<file path="src/rtl/cplx_stim_gen.sv">
// Pseudo-random complex operand source (a=ar+j*ai, b=br+j*bi) for the complex multiplier bench.
// Latency: first op_valid after the (START_DLY+2)th edge past reset release, then 1 txn/cycle.
// Backpressure: op_valid and operands hold while op_ready is low; en only gates new issues.
module cplx_stim_gen #(
  parameter int          DATA_W    = 8,
  parameter int          NUM_TXN   = 16,
  parameter int          START_DLY = 4,
  parameter logic [31:0] SEED      = 32'h00000001
) (
  input  logic              clk,
  input  logic              rst_n,
  input  logic              en,
  input  logic              restart,
  input  logic              op_ready,
  output logic              op_valid,
  output logic [DATA_W-1:0] op_ar,
  output logic [DATA_W-1:0] op_ai,
  output logic [DATA_W-1:0] op_br,
  output logic [DATA_W-1:0] op_bi,
  output logic [15:0]       txn_cnt,
  output logic              done
);

  // An all-zero LFSR would lock up, so a zero seed falls back to 1.
  localparam logic [31:0] SEED_EFF    = (SEED == 32'd0) ? 32'd1 : SEED;
  localparam logic [15:0] NUM_TXN_W   = 16'(NUM_TXN);
  localparam logic [7:0]  START_DLY_W = 8'(START_DLY);
  localparam bit          RUN_FOREVER = (NUM_TXN == 0);

  typedef enum logic [1:0] {
    ST_WAIT,
    ST_RUN,
    ST_DONE
  } state_t;

  state_t      state;
  logic [7:0]  dly_cnt;
  logic [31:0] lfsr;
  logic        fire;
  logic        last;
  logic        lfsr_fb;

  assign fire    = op_valid & op_ready;
  assign last    = !RUN_FOREVER && ((txn_cnt + 16'd1) == NUM_TXN_W);
  assign lfsr_fb = lfsr[31] ^ lfsr[21] ^ lfsr[1] ^ lfsr[0];

  // Operands are direct slices of the LFSR, so they only move on a handshake.
  assign op_ar = lfsr[DATA_W-1:0];
  assign op_ai = lfsr[2*DATA_W-1:DATA_W];
  assign op_br = lfsr[3*DATA_W-1:2*DATA_W];
  assign op_bi = lfsr[4*DATA_W-1:3*DATA_W];

  // Settle delay, issue/accept sequencing and run completion.
  always_ff @(posedge clk or negedge rst_n) begin
    if (!rst_n) begin
      state    <= ST_WAIT;
      dly_cnt  <= 8'd0;
      lfsr     <= SEED_EFF;
      op_valid <= 1'b0;
      txn_cnt  <= 16'd0;
      done     <= 1'b0;
    end else begin
      case (state)
        ST_WAIT: begin
          dly_cnt <= dly_cnt + 8'd1;
          if (dly_cnt == START_DLY_W) begin
            state <= ST_RUN;
          end
        end
        ST_RUN: begin
          if (fire) begin
            lfsr <= {lfsr[30:0], lfsr_fb};
            if (txn_cnt != 16'hFFFF) begin
              txn_cnt <= txn_cnt + 16'd1;
            end
            if (last) begin
              op_valid <= 1'b0;
              done     <= 1'b1;
              state    <= ST_DONE;
            end else begin
              op_valid <= en;
            end
          end else if (!op_valid) begin
            // A pending op_valid is never retracted; only an idle slot may issue.
            op_valid <= en;
          end
        end
        ST_DONE: begin
          if (restart) begin
            state   <= ST_RUN;
            txn_cnt <= 16'd0;
            done    <= 1'b0;
            lfsr    <= SEED_EFF;
          end
        end
        default: begin
          state    <= ST_WAIT;
          op_valid <= 1'b0;
        end
      endcase
    end
  end

endmodule
</file>
<file path="config.mk">
export PLATFORM = sky130hd
export DESIGN_NAME = cplx_stim_gen
export DESIGN_NICKNAME = d
export VERILOG_FILES = /design/src/rtl/cplx_stim_gen.sv
export SDC_FILE = /design/constraint.sdc
export NUM_CORES = 1
export LEC_CHECK = 0
export CORE_MARGIN = 2
export CORE_UTILIZATION = 50
export CTS_CLUSTER_SIZE = 10
export DETAILED_ROUTE_END_ITERATION = 10
export PLACE_DENSITY = 0.77
export SLEW_MARGIN = 20
export SYNTH_ARGS = -nofsm -noshare
export SYNTH_HDL_FRONTEND = slang
export SYNTH_SLANG_ARGS = --single-unit
</file>
<file path="constraint.sdc">
create_clock -name clk -period 5.5 [get_ports clk]
set_input_delay 1.1 -clock clk [delete_from_list [all_inputs] [get_ports clk]]
set_output_delay 1.1 -clock clk [all_outputs]
set_load 0.005 [all_outputs]
</file>
-- Word level (Yosys, flattened, before mapping)
Cells that the tools add are included.
- $add $sub $neg: 2
- equality and inequality tests: 10
- multiplexer cells: 20
- bitwise logic cells: 4
- reduce and logical (&&, ||, !) cells: 7
- operator list (kind ; number):
    32-bit 2-to-1 mux ; 2
    32-bit case mux with 2 select lines ; 1
    16-bit 2-to-1 mux ; 3
    16-bit case mux with 2 select lines ; 1
    16-bit by 1-bit adder with 16-bit output, second input constant ; 1
    16-bit by 5-bit equality test with 1-bit output, second input constant ; 1
    16-bit != test, second input constant ; 1
    4-bit AND reduction ; 3
    2-bit != test, second input constant ; 5
    8-bit by 1-bit adder with 8-bit output, second input constant ; 1
    8-bit by 3-bit equality test with 1-bit output, second input constant ; 1
    2-bit 2-to-1 mux ; 4
    1-bit 2-to-1 mux ; 6
    2-bit case mux with 3 select lines ; 1
    1-bit case mux with 2 select lines ; 2
    3-bit AND reduction ; 1
    1-bit XOR ; 3
    2-bit by 1-bit equality test with 1-bit output, second input constant ; 1
    2-bit equality test, second input constant ; 1
    2-bit logical NOT ; 1
    2-bit nonzero test ; 1
    2-bit OR reduction ; 1
    1-bit AND ; 1
- register bits after elaboration: 60
- input bits: 5
- word-level logic and storage cells: 49

-- Depth between registers and ports, before layout
Gate-level depths: netlist of run 1.
- depth in word-level cells: 5
- gate-level depth with buffers: 9

-- Least setup slack after synthesis of run 1
OpenSTA, ideal clock, no wires.
- path type: flip-flop to flip-flop
- start: register txn_cnt[0]
- end: register state[0]
- setup time: 0.119 ns
- arrival time: 2.647 ns
- path slack: 2.734 ns
- stages on the path, launching flop included: 9
- path through: dfrtp_1 ha_1 and4_1 buf_6 a2111o_1 o211a_1 or4_1 or4b_4 o21a_1
- cells in the longest elaborated chain, start to end: 4
- RTL lines (element ; line ; text):
    start, declared ; 20 ; output logic [15:0] txn_cnt,
    start signal, assigned ; 74 ; txn_cnt <= txn_cnt + 16'd1;
    16-bit by 1-bit adder with 16-bit output ; 44 ; assign last = !RUN_FOREVER && ((txn_cnt + 16'd1) == NUM_TXN_W);
    16-bit by 5-bit equality test with 1-bit output ; 44 ;
    2-bit != test (no line) ; n/a ;
    4-bit AND reduction (no line) ; n/a ;
    end signal, assigned ; 56 ; state <= ST_WAIT;
    end signal, assigned ; 67 ; state <= ST_RUN;
    end signal, assigned ; 79 ; state <= ST_DONE;
    end, declared ; 36 ; state_t state;
Every way passes these cells.
A chain may end at the register's enable or synchronous reset.

-- Worst setup path in the final report of run 1
- start: register txn_cnt[0]
- end: register state[1]
Same word-level chain as after synthesis.

==> summary.md, run 1 <==
| Metric | Value |
|---|---|
| Final Routed Wirelength | `6.72 mm` |
| Clock root buffer | `clkbuf_8` |
| Post-Synthesis Net Count | `345` |
| Hold_ws | `0.476 ns` |
| Power density cells | `255 mW/mm^2` |
| Via density | `5.56` |
| Run status | `completed` |
| Total number of vias | `2586` |
| Longest Clk Path Bufs | `2` |
| Worst-case setup slack after placement | `2.36 ns` |
| Core utilization of the finished layout | `64.2%` |
| Total Power | `0.959 mW` |
| Clock skew | `0.00785 ns` |
| Via count of the first global-routing pass | `2447` |
| Effective utilization at floorplan | `50.9%` |
| Share of the yosys chip area belonging to registers | `50.4%` |
| Latest clock arrival within the worst-skew pair | `0.34 ns` |
| Dominant register cell in the synthesized netlist | `dfrtp_1` |
| Min setup slack post-route | `2.56 ns` |
| Final instance area | `0.00375 sq mm` |
| Clock-pin slew reported for the worst setup and hold paths after clock tree synthesis | `0.07 ns` |
| Post-synth EDFFs | `0` |
| Crit path time final | `2.94 ns` |
| Flip-flop and latch area | `0.00150 sq mm` |
| Post-route DRC | `0` |
| Maximum vdd drop | `158 uV` |
| Area after DPL | `0.00356 sq mm` |
| Transition time at the pin with the least slew margin | `0.765 ns` |
| Element type at the critical path end | `flop` |
| Initial antenna violation count | `0` |
| Cell chain of the critical path | `ha_1 -> and4_1 -> a2111o_1 -> o211a_1 -> or4_1 -> or4b_4 -> o31ai_2` |
| Pin count of the biggest net entering global routing | `61` |
| Beginning of the critical path | `txn_cnt[0]` |
| Area of the mapped netlist | `0.00298 sq mm` |
| Crit start category | `flop` |
| Worst setup path class | `reg2reg` |
| Normalized max-slew margin | `49.0%` |
| Count of pins over their slew limit | `0` |
| Worst R2R End | `state[1]` |
| Critical path data arrival time | `3.18 ns` |
| Global router's overall resource usage | `22.4%` |
| Async SR Flop Fraction | `100%` |
| Synth Instances | `336` |
| Post-cts sizing count | `0` |
| Global-route wire length before repair | `11.3 mm` |
| Final Hold Vio Count | `0` |
| Cell row count | `28` |
| Start point of the worst min-delay path | `dly_cnt[7]` |
| Total clock buffers created by CTS | `9` |
| Post-synthesis sequential element count | `60` |
| Total of endpoints with negative setup slack in the final report | `0` |
| Count of buffering cells on the critical path with inverters included | `0` |
| Clock tree from TritonCTS | `yes` |
| CP max-delay cell | `or4b_4` |
| Core area | `0.00585 sq mm` |
| Relative area change from synthesis to final layout | `26.0%` |
| RR Startpoint | `txn_cnt[0]` |
| Setup slack on the worst flop-to-flop path | `2.56 ns` |
| Port-buffer cells | `54` |
| Worst R2R Path Depth | `7` |
| Final period utilization | `53.4%` |
| Ant. Diodes | `0` |
| Area of the multi-input gates | `0.00137 sq mm` |
| Post-detail-place hpwl | `4.37 mm` |
| I/O pins | `55` |
| Max Clk Rate | `340 MHz` |
| Setup_tns | `0 ns` |
| Unrepaired setup endpoints after global routing | `no` |
| 1st-iter DRT viols | `161` |
| Total grt overflow | `0` |
| Required arrival time at the worst endpoint | `5.74 ns` |
| Worst Hold Endpoint | `dly_cnt[7]` |
| # H-tree levels | `3` |
| Highest fanout seen on the critical path | `10` |
| Average instance area after synthesis | `8.87 sq um` |
| Layout cells sized above 1 | `7.44%` |
| Placer's final routability congestion estimate | `0.839` |
| Cell count of the worst hold path | `1` |
| Yosys Warn Count | `0` |
| Post-CTS setup-driven buffer insertion count | `0` |
| Detailed Routing Iterations Pass 1 | `4` |
| Final net count | `394` |
| Inst Count DP | `449` |
| Cell family with the largest share of critical-path delay | `simple AND/OR/NAND/NOR gates` |
| Drt wl/cell | `14.4 microns` |
| Static leakage | `1.71 nW` |
| Fillcell total | `464` |
| Non-Filler Instances | `465` |
| Number of sinks on the clock net | `60` |
| Height of the chip | `81.2 microns` |
| Count of hold-fix buffers inserted at cts | `0` |
| Distinct cells, synth | `50` |
| Worst min-delay path class | `reg2reg` |
| Chip width | `81.2 microns` |
| Number of maximum-capacitance violations | `0` |
| Die Area | `0.00659 sq mm` |
| Number of nets with antenna violations after routing | `0` |
| Largest stage delay, worst path | `0.52 ns` |
## worst register-to-register path, stage by stage (launching register included)
cell and delay (ns):
dfrtp_1 0.49, ha_1 0.32, and4_1 0.25, a2111o_1 0.44, o211a_1 0.15, or4_1 0.47
or4b_4 0.52, o31ai_2 0.20
## where the power goes
part           switching (mW)  internal [mW]  total, mW
clock network           0.181          0.209      0.390
logic                  0.0491         0.0415     0.0906
registers              0.0260          0.453      0.479
## layer usage
layer | GRT usage, % | routed length (microns) | share of wire [%] | vias to the layer above
met1 | 29.8 | 3060 | 46 | 1231
met3 | 6.56 | 382 | 5.7 | 9
met4 | 7.80 | 89 | 1.3 | 0
met2 | 35.0 | 3190 | 47 | 72
met5 | 0 | 0 | 0 | -
li1 | - | - | - | 1274
## flip-flops by register name, summed over array words and instances, names as in the netlist
name / flops
txn_cnt: 16
dly_cnt: 8
state: 2
done: 1
lfsr: 32
op_valid: 1
## cells in the mapped netlist (2+ instances only)
| master | n | area [sq um] |
|---|---|---|
| nand2_1 | 79 | 297 |
| dfrtp_1 | 59 | 1480 |
| nand3_1 | 43 | 215 |
| o21ai_0 | 23 | 115 |
| nor2_1 | 16 | 60.1 |
| clkbuf_1 | 13 | 48.8 |
| a21oi_1 | 9 | 45.0 |
| nand4_1 | 9 | 56.3 |
| xnor2_1 | 7 | 61.3 |
| inv_1 | 6 | 22.5 |
| or3_1 | 6 | 37.5 |
| o31ai_1 | 5 | 37.5 |
| ha_1 | 4 | 50.1 |
| xor2_1 | 4 | 35.0 |
| and2_1 | 3 | 18.8 |
| buf_1 | 3 | 11.3 |
| nor4_1 | 3 | 18.8 |
| a211oi_1 | 2 | 15.0 |
| a21o_1 | 2 | 15.0 |
| a22o_1 | 2 | 17.5 |
| a31oi_1 | 2 | 12.5 |
| and4_1 | 2 | 17.5 |
| buf_2 | 2 | 10.0 |
| nor2b_1 | 2 | 12.5 |
| o21a_1 | 2 | 15.0 |
| o41ai_1 | 2 | 17.5 |
| or4_1 | 2 | 15.0 |
| or4b_2 | 2 | 20.0 |
## how the worst max path moves through the flow
stage,to,slack [ns],depth (start not counted)
after global placement,txn_cnt[12],2.43,7
final,state[1],2.56,7
after CTS,state[1],2.57,7
after detailed placement,txn_cnt[7],2.36,7
after global routing,state[0],2.44,7
after floorplan,state[0],2.73,8
## cell type report
type / instances / area share [%]
flip-flops and latches: 60 / 40.0
multi-input cells: 249 / 36.5
repair buffers: 59 / 15.3
clock buffers: 10 / 3.40
well taps: 75 / 2.50
clock inverters: 6 / 1.73
inverters: 6 / 0.600
## placed cells by master (no fill, tap or decap), types with 2 or more instances in the layout
cell / count
a211oi_1: 2
clkdlybuf4s50_1: 53
nand2_1: 79
nand3_1: 43
inv_1: 6
a22o_1: 2
a21o_1: 2
clkinv_2: 2
a31oi_1: 2
clkinv_4: 2
a21oi_1: 9
nand4_1: 9
dfrtp_1: 59
or4_1: 2
xor2_1: 4
nor2_1: 15
and2_1: 3
nor2b_1: 2
o21a_1: 2
or3_1: 6
or4b_2: 2
xnor2_1: 7
ha_1: 4
o21ai_0: 23
buf_4: 5
nor4_1: 3
o31ai_1: 5
clkbuf_8: 9
and4_1: 2
## cells by family (layout without fill, tap and decap cells)
| kind of cell | count (synthesis) | after routing | synth area share [%] |
|---|---|---|---|
| adders and majority gates | 4 | 4 | 1.68 |
| buffers and inverters | 27 | 81 | 3.91 |
| muxes | 2 | 2 | 0.714 |
| DFF | 60 | 60 | 50.4 |
| AOI/OAI and AO/OA | 57 | 57 | 12.2 |
| and+or+nand+nor | 175 | 175 | 27.8 |
| xor gates and xnor gates | 11 | 11 | 3.23 |
Power figures use the tool's default switching activity.
==> inputs of run 2 (changes only) <==
- clock period: 5.5 -> 2.85 ns (I/O delays scaled with it)
==> summary.md, run 2 (synthesis gave the netlist of run 1 again) <==
| Metric | Value |
|---|---|
| Min setup slack post-route | `0.247 ns (-2.32 ns)` |
| Initial antenna violation count | `0 (unchanged)` |
| Chip width | `81.2 microns (unchanged)` |
| Cell row count | `28 (unchanged)` |
| Fillcell total | `468 (+0.86%)` |
| Required arrival time at the worst endpoint | `3.07 ns (-2.67 ns)` |
| Global Route met2 Usage | `36.9% (+1.9 points)` |
| Post-CTS setup-driven buffer insertion count | `0 (unchanged)` |
| Final Routed Wirelength | `7.09 mm (+5.5%)` |
| Crit start category | `flop` |
| Worst min-delay path class | `in2async` |
| Largest registers | `lfsr (32), txn_cnt (16), dly_cnt (8)` |
| Crit path time final | `2.60 ns (-0.334 ns)` |
| Final period utilization | `91.3% (+38 points)` |
| Relative area change from synthesis to final layout | `29.3%` |
| Most common library cell in the layout ignoring fill and taps | `nand2_1` |
| Global router's overall resource usage | `23.6% (+1.3 points)` |
| Count of pins over their slew limit | `0 (unchanged)` |
| 1st-iter DRT viols | `339 (+110%)` |
| Final Hold Vio Count | `0 (unchanged)` |
| Transition time at the pin with the least slew margin | `0.545 ns (-0.220 ns)` |
| Maximum vdd drop | `477 uV (+200%)` |
| Detailed Routing Iterations Pass 1 | `5 (+1)` |
| Register with the most flip-flops | `lfsr` |
| Ant. Diodes | `0 (unchanged)` |
| Core area | `0.00585 sq mm (unchanged)` |
| Flip-flop and latch area | `0.00150 sq mm (unchanged)` |
| Post-detail-place hpwl | `4.81 mm (+10%)` |
| Unrepaired setup endpoints after global routing | `no` |
| Longest Clk Path Bufs | `2 (unchanged)` |
| Latest clock arrival within the worst-skew pair | `0.34 ns (about the same)` |
| Port-buffer cells | `54 (unchanged)` |
| Normalized max-slew margin | `63.7% (+15 points)` |
| Top library cells by usage in the layout, fill and taps aside | `79 x nand2_1, 59 x dfrtp_1, 53 x clkdlybuf4s50_1` |
| Height of the chip | `81.2 microns (unchanged)` |
| Placer's final routability congestion estimate | `0.933 (+11%)` |
| Flip-flop count of the largest register after layout | `32 (unchanged)` |
| Clock skew | `0.0129 ns (+0.00508 ns)` |
| Total number of vias | `2707 (+4.7%)` |
| Met3 Use GR | `5.89% (-0.67 points)` |
| Power density cells | `517 mW/mm^2 (+100%)` |
| Die Area | `0.00659 sq mm (unchanged)` |
| Number of maximum-capacitance violations | `0 (unchanged)` |
| Final net count | `403 (+2.3%)` |
| Drt wl/cell | `14.9 microns (+3.5%)` |
| Worst-case setup slack after placement | `0.275 ns (-2.08 ns)` |
| Global-route wire length before repair | `12.0 mm (+6.3%)` |
| Worst R2R End | `state[0]` |
| Max Clk Rate | `384 MHz (+13%)` |
| Element type at the critical path end | `flop` |
| Clock-pin slew reported for the worst setup and hold paths after clock tree synthesis | `0.08 ns (about the same)` |
| Setup_tns | `0 ns (unchanged)` |
| Worst setup path class | `reg2reg` |
| Layout cells sized above 1 | `9.77% (+2.3 points)` |
| Post-route DRC | `0 (unchanged)` |
| I/O pins | `55 (unchanged)` |
| Critical path data arrival time | `2.82 ns (-0.36 ns)` |
| Highest-utilization routing layer at the global route stage | `met2` |
| Via count of the first global-routing pass | `2562 (+4.7%)` |
| Total Power | `1.99 mW (+110%)` |
| Total of endpoints with negative setup slack in the final report | `0 (unchanged)` |
| RR Startpoint | `txn_cnt[3]` |
| Count of hold-fix buffers inserted at cts | `0 (unchanged)` |
| Highest fanout seen on the critical path | `12 (+2)` |
| Number of sinks on the clock net | `60 (unchanged)` |
| Run status | `completed` |
| Clock tree from TritonCTS | `yes` |
| Clock root buffer | `clkbuf_8` |
| Effective utilization at floorplan | `50.9% (unchanged)` |
| Worst R2R Path Depth | `6 (-1)` |
| Post-cts sizing count | `0 (unchanged)` |
| # H-tree levels | `3 (unchanged)` |
| Area of the multi-input gates | `0.00137 sq mm (unchanged)` |
| Setup slack on the worst flop-to-flop path | `0.25 ns (-2.32 ns)` |
| Static leakage | `1.77 nW (+3.6%)` |
| Global routing usage on met1 | `32.7% (+2.9 points)` |
| Pin count of the biggest net entering global routing | `36 (-41%)` |
| Via density | `5.71 (+2.7%)` |
| Total clock buffers created by CTS | `9 (unchanged)` |
| Total grt overflow | `0 (unchanged)` |
| Number of nets with antenna violations after routing | `0 (unchanged)` |
-- run 2: cell count changes in the layout (fill, tap and decap cells not counted), sizes merged --
cell    previous run  this run
buf                6        15
bufinv             1         2
clkinv             4         2
clkbuf            10         9
inv                6         8
-- run 2: metal layers --
| metal | vias up | wire length (microns) |
|---|---|---|
| li1 | 1297 | - |
| met1 | 1304 | 3270 |
| met2 | 100 | 3340 |
| met3 | 6 | 419 |
| met4 | 0 | 62 |
| met5 | - | 0 |
-- run 2: area by class of cell --
| class | count | area share (%) |
|---|---|---|
| well taps | 75 | 2.44 |
| clock inverters | 7 | 2.57 |
| clock buffers | 9 | 3.22 |
| inverters | 6 | 0.585 |
| flip-flops and latches | 60 | 39.0 |
| repair buffers | 68 | 16.6 |
| multi-input cells | 249 | 35.6 |
-- run 2: how the worst max path moves through the flow --
stage / startpoint / end / cells after the start
3_3_place_gp: txn_cnt[0] / state[0] / 7
2_1_floorplan: txn_cnt[0] / state[0] / 8
6_report: txn_cnt[3] / state[0] / 6
5_1_grt: txn_cnt[3] / state[0] / 6
3_5_place_dp: txn_cnt[3] / state[0] / 6
4_1_cts: txn_cnt[3] / state[0] / 6
-- run 2: worst max-delay path, stage by stage (launching register included) --
cell     delay, ns
dfrtp_1       0.53
nand2_1       0.15
or3_1         0.41
o211a_1       0.24
or4_1         0.46
or4b_4        0.51
o21a_1        0.18
-- run 2: power breakdown --
group	internal, mW	leakage, nW	switching, mW
registers	0.874	0.822	0.0278
logic	0.0999	0.842	0.129
clock network	0.498	0.110	0.362
total	1.47	1.77	0.519
-- run 2: through the flow --
step / hold slack [ns] / area [sq um] / utilization, % / instances
4_1_cts: 0.137 / 3850 / 65.8 / 474
3_3_place_gp: 0.461 / 3630 / 62.0 / 458
2_1_floorplan: 0.274 / 2980 / - / 336
3_5_place_dp: 0.469 / 3630 / 62.0 / 458
6_report: 0.134 / 3850 / 65.8 / 474
5_1_grt: 0.145 / 3850 / 65.8 / 474
